**src/rtl/gray_pkg.sv**
```systemverilog
// Shared definitions for the Gray step arbiter: FSM encoding, Gray constants
// and the 3-bit Gray successor function.
package gray_pkg;

  typedef enum logic [1:0] {
    ST_IDLE = 2'd0,
    ST_RUN  = 2'd1,
    ST_DONE = 2'd2
  } state_t;

  localparam logic [2:0] GRAY_ZERO = 3'b000;
  localparam logic [2:0] GRAY_LAST = 3'b100;

  // Successor in the cycle 000-001-011-010-110-111-101-100-000
  function automatic logic [2:0] gray_next(input logic [2:0] g);
    logic [2:0] n;
    case (g)
      3'b000:  n = 3'b001;
      3'b001:  n = 3'b011;
      3'b011:  n = 3'b010;
      3'b010:  n = 3'b110;
      3'b110:  n = 3'b111;
      3'b111:  n = 3'b101;
      3'b101:  n = 3'b100;
      default: n = GRAY_ZERO;
    endcase
    return n;
  endfunction

endpackage

```
**src/rtl/gray_step.sv**
```systemverilog
// Shared 3-bit Gray step counter with wrap pulse and sticky overflow flag.
// Clear wins over enable; the arbiter never asserts both together anyway.
module gray_step
  import gray_pkg::*;
(
  input  logic       Clk,
  input  logic       Reset,
  input  logic       En,
  input  logic       Clr,
  output logic [2:0] Code,
  output logic       Wrap,
  output logic       Overflow
);

  logic at_last;

  assign at_last = (Code == GRAY_LAST);

  // Step the Gray value; Wrap/Overflow are registered alongside Code
  always_ff @(posedge Clk or negedge Reset) begin
    if (!Reset) begin
      Code     <= GRAY_ZERO;
      Wrap     <= 1'b0;
      Overflow <= 1'b0;
    end else if (Clr) begin
      Code     <= GRAY_ZERO;
      Wrap     <= 1'b0;
      Overflow <= 1'b0;
    end else if (En) begin
      Code     <= gray_next(Code);
      Wrap     <= at_last;
      Overflow <= Overflow | at_last;
    end else begin
      Wrap     <= 1'b0;
    end
  end

endmodule

```
**src/rtl/gray_seq_arbiter.sv**
```systemverilog
// Round-robin owner of the shared Gray step counter. Each grant runs a burst
// of Len steps, then pulses Done to the owner for one cycle.
//
//   state   | meaning
//   --------+-------------------------------------------------------------
//   IDLE    | no owner; pick next requester at/after ptr, honour Clr
//   RUN     | owner holds Gnt; one Code step per cycle while rem != 0
//   DONE    | last step visible on Code; Done pulse to owner, advance ptr
module gray_seq_arbiter
  import gray_pkg::*;
#(
  parameter int N_REQ = 4,
  parameter int LEN_W = 3
) (
  input  logic                   Clk,
  input  logic                   Reset,
  input  logic [N_REQ-1:0]       Req,
  input  logic [N_REQ*LEN_W-1:0] Len,
  input  logic                   Clr,
  output logic [N_REQ-1:0]       Gnt,
  output logic                   Busy,
  output logic [N_REQ-1:0]       Done,
  output logic [2:0]             Code,
  output logic                   Wrap,
  output logic                   Overflow
);

  localparam int IDX_W = (N_REQ > 1) ? $clog2(N_REQ) : 1;

  state_t             state;
  logic [LEN_W-1:0]   rem;
  logic [IDX_W-1:0]   own;
  logic [IDX_W-1:0]   ptr;
  logic [IDX_W-1:0]   own_inc;
  logic [IDX_W-1:0]   sel_idx;
  logic [IDX_W-1:0]   cand;
  logic               sel_valid;
  logic               step_en;
  logic               clr_en;
  logic [LEN_W-1:0]   len_arr [N_REQ];

  // Split the packed length bus into per-requester fields
  always_comb begin
    for (int i = 0; i < N_REQ; i++) begin
      len_arr[i] = Len[i*LEN_W +: LEN_W];
    end
  end

  // Cyclic first-set search starting at ptr; lowest offset is written last and wins
  always_comb begin
    sel_valid = 1'b0;
    sel_idx   = '0;
    cand      = '0;
    for (int i = N_REQ - 1; i >= 0; i--) begin
      cand = IDX_W'((int'(ptr) + i) % N_REQ);
      if (Req[cand]) begin
        sel_valid = 1'b1;
        sel_idx   = cand;
      end
    end
  end

  // Counter controls: abort suppresses the step; Clr only counts in IDLE
  always_comb begin
    own_inc = (own == IDX_W'(N_REQ - 1)) ? '0 : own + IDX_W'(1);
    step_en = (state == ST_RUN) && Req[own] && (rem != '0);
    clr_en  = (state == ST_IDLE) && Clr;
  end

  // Sequencing FSM with registered Gnt/Busy/Done
  always_ff @(posedge Clk or negedge Reset) begin
    if (!Reset) begin
      state <= ST_IDLE;
      rem   <= '0;
      own   <= '0;
      ptr   <= '0;
      Gnt   <= '0;
      Busy  <= 1'b0;
      Done  <= '0;
    end else begin
      case (state)
        ST_IDLE: begin
          if (sel_valid) begin
            state <= ST_RUN;
            rem   <= len_arr[sel_idx];
            own   <= sel_idx;
            Gnt   <= N_REQ'(1) << sel_idx;
            Busy  <= 1'b1;
          end
        end
        ST_RUN: begin
          if (!Req[own]) begin
            state <= ST_IDLE;
            Gnt   <= '0;
            Busy  <= 1'b0;
            ptr   <= own_inc;
          end else if (rem != '0) begin
            rem <= rem - LEN_W'(1);
            // Final step lands on Code in the same cycle DONE is entered
            if (rem == LEN_W'(1)) begin
              state <= ST_DONE;
              Done  <= Gnt;
            end
          end else begin
            state <= ST_DONE;
            Done  <= Gnt;
          end
        end
        ST_DONE: begin
          state <= ST_IDLE;
          Gnt   <= '0;
          Busy  <= 1'b0;
          Done  <= '0;
          ptr   <= own_inc;
        end
        default: begin
          state <= ST_IDLE;
          Gnt   <= '0;
          Busy  <= 1'b0;
          Done  <= '0;
        end
      endcase
    end
  end

  gray_step u_step (
    .Clk      (Clk),
    .Reset    (Reset),
    .En       (step_en),
    .Clr      (clr_en),
    .Code     (Code),
    .Wrap     (Wrap),
    .Overflow (Overflow)
  );

endmodule

```
**config.mk**
```make
export PLATFORM = sky130hd
export DESIGN_NAME = gray_seq_arbiter
export DESIGN_NICKNAME = d
export VERILOG_FILES = /design/src/rtl/gray_pkg.sv /design/src/rtl/gray_step.sv /design/src/rtl/gray_seq_arbiter.sv
export SDC_FILE = /design/constraint.sdc
export NUM_CORES = 1
export LEC_CHECK = 0
export ABC_AREA = 1
export CAP_MARGIN = 10
export CORE_MARGIN = 5
export CORE_UTILIZATION = 35
export CTS_CLUSTER_SIZE = 40
export DETAILED_ROUTE_END_ITERATION = 12
export PLACE_DENSITY_LB_ADDON = 0.08
export SLEW_MARGIN = 0
export SYNTH_ARGS = -nofsm -noshare
export SYNTH_HDL_FRONTEND = slang
export SYNTH_HIERARCHICAL = 1
export SYNTH_SLANG_ARGS = --single-unit
export TNS_END_PERCENT = 20
```
**constraint.sdc**
```tcl
create_clock -name Clk -period 2.2 [get_ports Clk]
set_input_delay 0.22 -clock Clk [delete_from_list [all_inputs] [get_ports Clk]]
set_output_delay 0.22 -clock Clk [all_outputs]
set_load 0.005 [all_outputs]
```
==> results.md <==
* Peak VDD IR at 647.0 uV
* Layout fillers at 414
* # diodes at 0
* Critical path startpoint category: register
* Die Area at 5626 um2
* Gpl congestion at 0.7903
* Hold WC Path Type: input pin to async pin
* Synth warn at 6
* First-pass GRT wire length at 5.727 mm
* I/O Buffers at 32
* Int Power at 1.356 mW
* Met3 wire length at 190 um
* Synth Cell Area at 1479 um2
* I/O pins at 33
* Worst Path Arrival at 1.98 ns
* Most frequent cell on the critical path: nand2_1
* Yosys cell types at 25
* TNS Setup at 0 ns
* Vias/cell at 4.605
* Critical Path Max Stage Delay at 0.51 ns
* Clk_skew at 0.002610 ns
* Final design utilization at 47.12%
* Total gr overflow at 0
* Number of H-tree levels at 1
* Cell with the most instances after synthesis: nand2_1
* Logic pwr share at 63.5%
* RSZ-0062 raised after global routing: no
* Clock Power Share at 10.0%
* Vias at 1354
* Setup CP Type: register to register
* Slowest library cell on the worst path: dfrtp_2
* Number of nets in the layout at 270
* Post-layout minimum cycle time at 1.817 ns
* FP Rows at 23
* F_max at 550.4 MHz
* Final setup viols at 0
* Sequential share of the synthesized area at 38.92%
* CP Max Fanout at 12
* CP Capture Type: register
* Share of power burned in registers at 26.6%
* Slew @ Worst Pin at 0.5197 ns
* HPWL after detailed placement at 2.700 mm
* R2R cell count at 15
* Static leakage at 0.9580 nW
* Root Driver: clkbuf_8
* Worst-Skew Late Latency at 0.26 ns
* Die Y at 75.01 um
* Async set or reset register ratio after synthesis at 100.0%
* 1st-iter DRT viols at 42
* Fin. Hold Viols at 0
* Initial core utilization at 36.45%
* Post-synth top flop: dfrtp_1
* Yosys reg bits at 23
* Crit-path leading delay family: simple AND/OR/NAND/NOR gates
* Top-area cell type share of the netlist area at 38.92%
* DRC errors left at 0
* CTS sink count at 23
* Syn Area/Cell at 7.145 um2
* DRT Wirelength at 3.323 mm
* Synth top area cells: dfrtp_1 (39%), nand2_1 (18%), inv_1 (8.4%), nand3_1 (5.4%), ha_1 (5.1%)
* Final Hold Slack at 0.3020 ns
* Initial antenna violation count at 0
* Period utilisation layout at 82.59%
* Top sig layer: met4
* Cell taking the most area after synthesis: dfrtp_1
* Total Power at 2.700 mW
* Chip Width at 75.01 um
* DRT met1 WL at 1.629 mm
* Drt pass-1 iters at 4
* Largest net degree at the start of global routing at 24
* Mapped Cells at 207
* Fin. max-slew vios at 0
* RR Endpoint: rem[1]$_DFFE_PN0P_
* Share of layout cells above drive strength 1 at 8.607%
* Core area at 4058 um2
* Post-route ant nets at 0
* Final Cell Area at 1912 um2
* TritonCTS Buffers at 3
* Post-synth EDFFs at 0
* Flop2flop setup slack at 0.38 ns
* Average routed wire per standard cell at 11.30 um
* Gr usage total at 13.17%
* Reg clk slew, reported paths at 0.08 ns
* Max-cap violations at 0
* Power Density at 1412 nW/um2
* Status: completed
* Crit-path cells: inv_1 > nand2_1 > nand3_1 > nand2_1 > nand3_2 > nand2_1 > nand2_2 > nand2_4 > inv_2 > nand2_1 > nand2_1 > nand2_1 > nand3_1 > nand2_1 > nand2_1
* Post-Place Cell Area at 1866 um2
* DR WL met2 at 1.484 mm
* Slew headroom at 64.99%
* Vias in the first global route at 1272
* Sw power at 1.343 mW
* CP Data Required Time at 2.36 ns
* Sw Share at 49.76%
* CTS tree: done
* Syn Nets at 232
* Postcts setup bufs at 0
* Clock tree buffer depth at 2
* RR Startpoint: ptr[0]$_DFFE_PN0P_
* Area Growth Syn to Fin at 29.27%
* Commonest cells post-synth: nand2_1 (70), inv_1 (33), dfrtp_1 (23)
* WP buf/inv at 2
routing by layer:
layer	global-route usage, %	up-vias
met1	18.51	583
li1	-	735
met3	2.270	2
met5	0	-
met2	20.60	34
met4	4.150	0
worst max path at each step:
| stage | startpoint | cells past startpoint | to | slack, ns |
|---|---|---|---|---|
| CTS | ptr[0]$_DFFE_PN0P_ | 15 | rem[1]$_DFFE_PN0P_ | 0.22 |
| global placement | Req[1] | 14 | rem[1]$_DFFE_PN0P_ | 0.23 |
| detailed placement | Req[1] | 14 | rem[1]$_DFFE_PN0P_ | 0.18 |
| global route | ptr[0]$_DFFE_PN0P_ | 15 | rem[1]$_DFFE_PN0P_ | 0.14 |
| finish | ptr[0]$_DFFE_PN0P_ | 15 | rem[1]$_DFFE_PN0P_ | 0.38 |
| floorplan | ptr[0]$_DFFE_PN0P_ | 10 | Gnt[0]$_DFFE_PN0P_ | 0.64 |
stage by stage:
step / cells / setup WS [ns]
final: 294 / 0.3831
after global routing: 294 / 0.1441
after detailed placement: 290 / 0.1810
after floorplan: 207 / 0.6381
after global placement: 290 / 0.2276
after CTS: 294 / 0.2163
power by group through the flow:
stage | registers (mW) | logic (mW) | clock network (mW)
4_1_cts | 0.715 | 1.75 | 0.275
2_1_floorplan | 0.678 | 1.32 | 0
3_5_place_dp | 0.723 | 1.74 | 0
5_1_grt | 0.742 | 1.99 | 0.296
6_report | 0.717 | 1.71 | 0.269
3_3_place_gp | 0.726 | 1.73 | 0
sequential cells by signal (all words and copies together) (netlist names):
name and flops:
Done 4, u_step/Code 3, Busy 1, u_step/Overflow 1, Gnt 4, rem 3, u_step/Wrap 1, state 2
ptr 2, own 2
final cells by class:
class,count,area (um2),area share (%)
Tap cell,50,62.56,3.272
Clock buffer,4,45.04,2.356
Inverter,35,133.9,7.003
Sequential cell,23,576.8,30.17
Multi-Input combinational cell,148,758.2,39.66
Timing Repair Buffer,34,335.3,17.54
cells in the final DEF (no fill, tap or decap), drive strengths merged, types with 2 or more instances in the layout:
| cell | synthesis | layout |
|---|---|---|
| a21oi | 8 | 8 |
| buf | 1 | 2 |
| clkbuf | 0 | 4 |
| clkdlybuf4s50 | 0 | 32 |
| dfrtp | 23 | 23 |
| ha | 6 | 6 |
| inv | 35 | 35 |
| nand2 | 77 | 77 |
| nand3 | 18 | 18 |
| nand3b | 2 | 2 |
| nand4 | 2 | 2 |
| nor2 | 11 | 11 |
| o21ai | 12 | 12 |
| o22ai | 8 | 8 |
timing repair:
item | CTS | global route
hold buffers | 0 | 0
resized for setup | 0 | 1
hold endpoints to repair | 0 | 0
setup endpoints to repair | 0 | 1
kinds of logic after synthesis:
kind of cell	count (synthesis)	share of synthesized area, %
XOR/XNOR	1	0.5923
buffers and inverters	36	9.814
AO/OA/AOI/OAI	30	11.68
AND/OR/NAND/NOR	111	33.93
flip-flops	23	38.92
adder cells (fa/ha/maj)	6	5.076
(Power assumes the default switching activity.)
==> RTL edit (same flow settings) <==
`N_REQ`: 4 -> 2.
--- a/src/rtl/gray_seq_arbiter.sv
+++ b/src/rtl/gray_seq_arbiter.sv
@@ -9,7 +9,7 @@
 module gray_seq_arbiter
   import gray_pkg::*;
 #(
-  parameter int N_REQ = 4,
+  parameter int N_REQ = 2,
   parameter int LEN_W = 3
 ) (
   input  logic                   Clk,
Ports: changed (resized Done, Gnt, Len and Req); port bits go from 33 to 21. No check against the original RTL was run, so the function may have changed too.
==> RTL edit against the unedited design <==
- sequential cell count shrank 6
- largest power group unchanged
- clock skew grew 4.5 ps
- worst setup slack gained 170 ps
- first-iteration DRC count grew 9.5%
- core utilization shrank 1.2 points
- global-route usage shrank 2.3 points
- synthesized area shrank 33%
- clock power shrank 38%
- total power shrank 39%
- largest cell class unchanged
- wire length shrank 40%
- final area shrank 34%
==> RTL edit: results (changes against the unedited design) <==
\begin{tabular}{lr}
\hline
Metric & Value \\
\hline
\multicolumn{2}{l}{\textbf{Setup path}} \\
\quad Arr. time, crit path & 1890 ps (was 1980 ps) \\
\quad Highest-delay cell along the critical path & sky130\_fd\_sc\_hd\_\_ha\_1 (was sky130\_fd\_sc\_hd\_\_dfrtp\_2) \\
\quad Worst flop-to-flop path endpoint & u\_step/Overflow (was rem[1]) \\
\quad Highest cell delay on the worst timing path & 420 ps (was 510 ps) \\
\quad Kind of cell adding the most delay to the critical path & adder cells (was simple AND/OR/NAND/NOR gates) \\
\quad Crit Path Max Fanout & 11 (was 12) \\
\quad Reg2Reg Launch Point & state[1] (was ptr[0]) \\
\multicolumn{2}{l}{\textbf{Power and ir drop}} \\
\quad Static Leak & 0.664 nW (was 0.958 nW) \\
\quad Maximum ir drop on the vdd rail & 0.000687 V (was 0.000647 V) \\
\multicolumn{2}{l}{\textbf{Place}} \\
\quad Pre-CTS setup slack & 476 ps (was 181 ps) \\
\quad Detail Placement HPWL & 1.62 mm (was 2.70 mm) \\
\quad Weighted congestion reported at the end of routability-driven placement & 0.798 (was 0.790) \\
\quad Placed Instances & 186 (was 290) \\
\multicolumn{2}{l}{\textbf{Synth}} \\
\quad Most numerous cell types in the synthesized netlist & 53 x sky130\_fd\_sc\_hd\_\_nand2\_1, 22 x sky130\_fd\_sc\_hd\_\_inv\_1, 17 x sky130\_fd\_sc\_hd\_\_dfrtp\_1, 17 x sky130\_fd\_sc\_hd\_\_nand3\_1, 6 x sky130\_fd\_sc\_hd\_\_o21ai\_0 (was 70 x sky130\_fd\_sc\_hd\_\_nand2\_1, 33 x sky130\_fd\_sc\_hd\_\_inv\_1, 23 x sky130\_fd\_sc\_hd\_\_dfrtp\_1) \\
\quad Fraction of the yosys area taken by sequential cells & 42.7\% (was 38.9\%) \\
\quad Net count of the mapped netlist & 152 (was 232) \\
\multicolumn{2}{l}{\textbf{Floorplanning}} \\
\quad Number of placement rows & 19 (was 23) \\
\multicolumn{2}{l}{\textbf{Final layout}} \\
\quad Fraction of layout cells with a size suffix above 1 & 6.92\% (was 8.61\%) \\
\multicolumn{2}{l}{\textbf{STA}} \\
\quad Transition at the pin with the smallest max-transition slack & 775 ps (was 520 ps) \\
\multicolumn{2}{l}{\textbf{Drt}} \\
\quad Drt first-iter violations & 46 (was 42) \\
\quad Routed wire length & 1.98 mm (was 3.32 mm) \\
\quad Total number of vias & 899 (was 1,354) \\
\quad Via-per-instance ratio & 4.73 (was 4.61) \\
\multicolumn{2}{l}{\textbf{Clock network}} \\
\quad Clock input transition at the sequential cells of the worst setup and hold paths & 100 ps (was 80 ps) \\
\multicolumn{2}{l}{\textbf{Global routing}} \\
\quad Largest net degree at the start of global routing & 18 (was 24) \\
\quad All-Layer GR Usage & 10.9\% (was 13.2\%) \\
\multicolumn{2}{l}{\textbf{Run status}} \\
\quad Status & completed (unchanged) \\
\hline
\end{tabular}
==> RTL edit: layout make-up <==
type,count,area [um2]
Fill cell,299,1480
Multi-Input combinational cell,96,482
Sequential cell,17,425
Timing Repair Buffer,20,200
Inverter,22,82.6
Tap cell,31,38.8
Clock buffer,3,22.5
Clock inverter,1,5.00
==> RTL edit: power by group <==
part           internal (W)  switching, W
sequential         0.000447     0.0000931
clock             0.0000676     0.0000995
combinational      0.000391      0.000542
total              0.000905      0.000735
==> RTL edit: routing by layer <==
metal / track usage, % / wire length [um]
met1: 15.0 / 995
met3: 3.20 / 137
met4: 4.68 / 16
met2: 15.6 / 832
met5: 0 / 0
==> RTL edit: logic make-up (layout without fill, tap and decap cells) <==
kind of cell / Yosys count / after routing / share of synthesized area, %
and+or+nand+nor: 79 / 79 / 35.0
buffers and inverters: 23 / 46 / 9.03
DFF: 17 / 17 / 42.7
AOI/OAI and AO/OA: 11 / 11 / 6.15
adders and majority gates: 5 / 5 / 6.27
xor gates and xnor gates: 1 / 1 / 0.878
==> RTL edit: how the worst max path moves through the flow <==
stage | slack [ps] | endpoint | from | cells after the start
floorplan | 850 | u_step/Overflow | state[1] | 9
global route | 410 | u_step/Wrap | state[1] | 8
global placement | 520 | u_step/Overflow | Req[1] | 9
detailed placement | 480 | u_step/Wrap | Req[1] | 9
CTS | 540 | u_step/Wrap | state[1] | 8
finish | 550 | u_step/Overflow | state[1] | 8
==> RTL edit: through the flow <==
stage | power (W) | hold WS [ps] | instance area [um2]
floorplan | 0.00120 | -75.6 | 997
global placement | 0.00148 | 464 | 1230
detailed placement | 0.00149 | 468 | 1230
CTS | 0.00166 | 399 | 1260
global route | 0.00184 | 445 | 1260
finish | 0.00164 | 373 | 1260
